===== config.mk =====
export PLATFORM = sky130hd
export DESIGN_NAME = display_arbiter
export DESIGN_NICKNAME = d
export VERILOG_FILES = /design/src/rtl/display_pkg.sv /design/src/rtl/rr_picker.sv /design/src/rtl/display_arbiter.sv
export SDC_FILE = /design/constraint.sdc
export NUM_CORES = 1
export LEC_CHECK = 0
export BUFFER_PORTS_ARGS = -buffer_cell sky130_fd_sc_hd__buf_2
export CAP_MARGIN = 20
export CELL_PAD_IN_SITES_DETAIL_PLACEMENT = 2
export CELL_PAD_IN_SITES_GLOBAL_PLACEMENT = 2
export CORE_UTILIZATION = 30
export DETAILED_ROUTE_END_ITERATION = 7
export HOLD_SLACK_MARGIN = 0.15
export PLACE_DENSITY_LB_ADDON = 0.1
export REMOVE_ABC_BUFFERS = 1
export SLEW_MARGIN = 20
export SYNTH_ARGS = -nofsm -noshare
export SYNTH_HDL_FRONTEND = slang
export SYNTH_SLANG_ARGS = --single-unit

===== constraint.sdc =====
create_clock -name clk_in -period 4.6 [get_ports clk_in]
set_input_delay 0.92 -clock clk_in [delete_from_list [all_inputs] [get_ports clk_in]]
set_output_delay 0.92 -clock clk_in [all_outputs]
set_load 0.01 [all_outputs]

===== src/rtl/display_pkg.sv =====
// Shared types and defaults for the hex-display arbiter.
// Holds the two-state FSM encoding and the power-on parameter defaults.
package display_pkg;

  typedef enum logic [0:0] {
    IDLE = 1'b0,
    HOLD = 1'b1
  } state_e;

  localparam int DEF_NUM_REQ     = 4;
  localparam int DEF_HOLD_CYCLES = 50_000_000;

endpackage


===== src/rtl/rr_picker.sv =====
// Combinational round-robin search: first set request at or after start_i, wrapping.
// Zero latency; found_o low and winner_o zero when no request is set.
module rr_picker #(
  parameter int N  = 4,
  parameter int IW = $clog2(N)
) (
  input  logic [N-1:0]  req_i,
  input  logic [IW-1:0] start_i,
  output logic          found_o,
  output logic [IW-1:0] winner_o
);

  logic [N-1:0] rot;
  logic [IW:0]  sum;

  // Rotate so that bit 0 corresponds to the start index.
  assign rot = N'({req_i, req_i} >> start_i);

  always_comb begin
    found_o  = 1'b0;
    winner_o = '0;
    sum      = '0;
    for (int k = N - 1; k >= 0; k--) begin
      if (rot[k]) begin
        found_o  = 1'b1;
        sum      = {1'b0, start_i} + (IW + 1)'(k);
        winner_o = (sum >= (IW + 1)'(N)) ? IW'(sum - (IW + 1)'(N)) : sum[IW-1:0];
      end
    end
  end

endmodule


===== src/rtl/display_arbiter.sv =====
// Round-robin owner of the shared 8-digit hex display with minimum dwell, lock and early release.
// Grant/owner/valid update one edge after the decision; val_out tracks the owner's value one cycle late.
module display_arbiter
  import display_pkg::*;
#(
  parameter int NUM_REQ     = DEF_NUM_REQ,
  parameter int HOLD_CYCLES = DEF_HOLD_CYCLES
) (
  input  logic                       clk_in,
  input  logic                       rst_in,
  input  logic [NUM_REQ-1:0]         req_in,
  input  logic [NUM_REQ*32-1:0]      val_in,
  input  logic                       lock_in,
  output logic [31:0]                val_out,
  output logic [NUM_REQ-1:0]         grant_out,
  output logic [$clog2(NUM_REQ)-1:0] owner_out,
  output logic                       valid_out
);

  localparam int IW = $clog2(NUM_REQ);
  localparam logic [IW-1:0] LAST_IDX   = IW'(NUM_REQ - 1);
  localparam logic [31:0]   EXPIRE_CNT = 32'(HOLD_CYCLES - 1);

  state_e          state_q, state_d;
  logic [IW-1:0]   owner_q, owner_d;
  logic [31:0]     cnt_q,   cnt_d;
  logic [31:0]     val_q,   val_d;

  logic [31:0]     val_arr [NUM_REQ];
  logic [IW-1:0]   start_idx;
  logic            found;
  logic [IW-1:0]   winner;
  logic            expire;
  logic            early_rel;
  logic            rearb;

  for (genvar g = 0; g < NUM_REQ; g++) begin : g_val
    assign val_arr[g] = val_in[32*g +: 32];
  end

  // Search always starts just after the last owner, so the current owner is considered last.
  assign start_idx = (owner_q == LAST_IDX) ? '0 : owner_q + IW'(1);
  assign expire    = (cnt_q == EXPIRE_CNT);
  assign early_rel = ~req_in[owner_q];
  assign rearb     = early_rel | (expire & ~lock_in);

  rr_picker #(
    .N  (NUM_REQ),
    .IW (IW)
  ) u_rr_picker (
    .req_i    (req_in),
    .start_i  (start_idx),
    .found_o  (found),
    .winner_o (winner)
  );

  always_comb begin
    state_d = state_q;
    owner_d = owner_q;
    cnt_d   = cnt_q;
    val_d   = val_q;
    case (state_q)
      IDLE: begin
        if (found) begin
          state_d = HOLD;
          owner_d = winner;
          cnt_d   = '0;
          val_d   = val_arr[winner];
        end
      end
      HOLD: begin
        if (rearb) begin
          cnt_d = '0;
          if (found) begin
            owner_d = winner;
            val_d   = val_arr[winner];
          end else begin
            state_d = IDLE;
          end
        end else begin
          // A locked grant parks the counter at expiry until the lock is released.
          cnt_d = expire ? cnt_q : cnt_q + 32'd1;
          val_d = val_arr[owner_q];
        end
      end
      default: begin
        state_d = IDLE;
        cnt_d   = '0;
      end
    endcase
  end

  always_ff @(posedge clk_in) begin
    if (!rst_in) begin
      state_q <= IDLE;
      owner_q <= LAST_IDX;
      cnt_q   <= '0;
      val_q   <= '0;
    end else begin
      state_q <= state_d;
      owner_q <= owner_d;
      cnt_q   <= cnt_d;
      val_q   <= val_d;
    end
  end

  assign valid_out = (state_q == HOLD);
  assign grant_out = valid_out ? (NUM_REQ'(1) << owner_q) : '0;
  assign owner_out = owner_q;
  assign val_out   = val_q;

  a_grant_onehot0 : assert property (@(posedge clk_in) $onehot0(grant_out));
  a_valid_grant   : assert property (@(posedge clk_in) valid_out == (|grant_out));
  a_cnt_bound     : assert property (@(posedge clk_in) cnt_q <= EXPIRE_CNT);

endmodule


==> metrics.yaml <==
global_route:
  overflow: 0
  grt_pass1_vias: 7026
  antenna_found_initial: 11
  grt_max_degree: 64
  grt_pass1_wl_um: 38600
  track_usage_pct: 25.3
timing:
  fin_skew_ps: 13.5
  setup_viol: 0
  setup-tns-final_ps: 0
  min_period_over_period_pct: 72.5
  slew_violations: 0
  period_needed_ps: 3340
  hold_viol_final: 0
  fmax_ghz: 0.300
  finalWorstSetupSlack_ps: 1260
  rsz0062_at_grt: "false"
  tightest_slew_ps: 986
  slew_headroom_pct: 34.2
clocking:
  clock_latency_ps: 350
  cts-htree-levels: 3
  post_cts_buffers: 0
  cts_hold_buf: 0
  clkSinkCount: 67
  cts_resized: 0
  root_buffer: "clkbuf_16"
  cts.clk_slew.worst_paths_ps: 60
  clockBufferDepth: 2
  cts_tree: "built"
  numCtsBuffers: 9
logic_synthesis:
  async_flop_share_pct: 0
  synth-seq-cells: 67
  synth_edf_count: 0
  synth_seq_area_share_pct: 23.7
  syn-instance-count: 658
  ys.flop_type: "dfxtp_1"
  synth_top_area_cell: "dfxtp_1"
  yosysTopAreaCellShare_pct: 23.7
  syn_avg_cell_area_um2: 8.61
  netlist_area_um2: 5670
  yosysWarnings: 0
  yosys-top-cells-area: "dfxtp_1 (24%), mux4_2 (13%), a32oi_1 (9.9%)"
  synth_cell_type_count: 51
die:
  core_area_um2: 18200
  boundaryPins: 174
  initial_core_util_pct: 31.1
  die_w_um: 139
  die-height_um: 139
  fp.dieArea_um2: 19400
  rows: 49
routing:
  firstDrtPassIters: 4
  final_antenna_net_count: 0
  avgViaCountPerCell: 6.19
  drt_wl_total_um: 24600
  vias: 6331
  dr.first_iter.drc_count: 367
  wl_per_cell_um: 24.1
  remaining_drc_errors: 0
pwr:
  ir_worst_vdd_mv: 0.188
  p_switching_mw: 1.11
  p_int_mw: 1.60
  powerDensity_nw_per_um2: 387
  p_comb_share_pct: 48.3
  p_seq_share_pct: 26.7
  power.leakage_nw: 2.56
  clkPwrFrac_pct: 24.9
  switching_share_pct: 41.0
layout:
  multi_input_comb_area_um2: 4010
  layout-drive-gt1-share_pct: 40.5
  final_nets: 923
  regArea_um2: 1340
  area_growth_syn_to_layout_pct: 23.4
  fillers: 2073
setup_path:
  worstPathRequired_ps: 4840
  path_class: "reg2reg"
  end_kind: "flop"
  arrival_ps: 3570
  start_kind: "flop"
  crit_path_max_fanout: 48
run_status:
  outcome: "finished, final reports clean"
placed_design:
  dp_slack_ps: 1190
  place.gp.congestion: 0.788
  io_buffers: 173
  dp_hpwl_um: 16500
flow_run:
  max_cap_viol_count: 0
hold_path:
  hold_path.class: "reg2reg"
[cells in the mapped netlist (all sizes together), types with 14 or more instances]
library cell / number
or3b: 32
dfxtp: 67
buf: 14
mux4: 33
o221a: 32
xnor2: 15
o21ai: 72
a32oi: 64
nand2: 14
nor4b: 34
clkbuf: 64
nor2: 93
[stage by stage]
step	util, %	hold WS [ps]	instances	total power, mW	area [µm²]
5_1_grt	38.4	527	1020	2.86	6990
6_report	38.4	503	1022	2.71	7000
4_1_cts	38.3	505	1017	2.73	6970
2_1_floorplan	-	460	580	1.53	5340
3_5_place_dp	36.8	496	1001	2.04	6700
3_3_place_gp	36.6	471	1000	1.98	6670
[per-layer routing]
metal / track usage (%) / share of wire [%]
met5: 0 / 0.35
met4: 9.01 / 1.8
met3: 5.40 / 5.1
met2: 43.4 / 50
met1: 31.2 / 43
[path summary, 6_finish.rpt]
kind	startpoint	to	slack [ps]	depth (start not counted)
worst min register to register	cnt_q[5]	cnt_q[5]	500	2
worst max register to register	owner_out[1]	val_out[23]	1260	8
worst min-delay path	cnt_q[5]	cnt_q[5]	500	2
worst max-delay path	owner_out[1]	val_out[23]	1260	8
[final cells by class]
class	count	share of cell area, %
multi-input cells	502	57.3
flip-flops and latches	67	19.2
repair buffers	192	14.7
well taps	229	4.10
clock buffers	12	3.52
inverters	11	0.590
clock inverters	4	0.376
diodes	5	0.179
[power by group through the flow]
stage / clock, mW / combinational [mW] / sequential [mW]
after floorplan: 0 / 0.735 / 0.798
after global placement: 0 / 1.24 / 0.734
after detailed placement: 0 / 1.31 / 0.736
after CTS: 0.693 / 1.31 / 0.725
after global routing: 0.715 / 1.41 / 0.735
final: 0.676 / 1.31 / 0.724
[state kept, by name (all words and copies together), names as in the netlist]
name	flops
valid_out	1
val_out	32
cnt_q	32
owner_out	2
[cell usage in the layout (no fill, tap or decap), types with 4 or more instances in the layout]
| cell | instances |
|---|---|
| mux4_2 | 33 |
| clkbuf_16 | 9 |
| xor2_1 | 6 |
| buf_4 | 18 |
| and2_1 | 7 |
| a32oi_1 | 64 |
| buf_2 | 173 |
| nor4b_1 | 33 |
| inv_1 | 10 |
| o31ai_1 | 4 |
| nor3_1 | 10 |
| nand4_1 | 11 |
| ha_1 | 5 |
| a21oi_1 | 11 |
| xnor2_1 | 15 |
| nand3_1 | 10 |
| nor2_1 | 92 |
| or4_1 | 6 |
| dfxtp_1 | 65 |
| o21ai_0 | 68 |
| and3_1 | 5 |
| o221a_2 | 30 |
| nor4_1 | 7 |
| or3b_2 | 32 |
| nand2_1 | 14 |
| diode_2 | 5 |
[logic make-up (layout without fill, tap and decap cells)]
family	count (synthesis)	in the layout	share of synthesized area, %
adders and majority gates	5	5	1.10
DFF	67	67	23.7
xor gates and xnor gates	21	21	3.25
muxes	33	33	13.1
other	0	5	0
buffers and inverters	89	219	6.47
and+or+nand+nor	247	247	26.0
AOI/OAI and AO/OA	196	196	26.4
[worst max-delay path, stage by stage (launching register included)]
cell	delay [ps]
dfxtp_2	470
inv_1	110
ha_1	400
nor4b_1	500
o21a_2	740
buf_4	410
or3b_2	180
a32oi_1	110
o221a_2	310
Note: power is estimated with default switching activity, not from simulation.
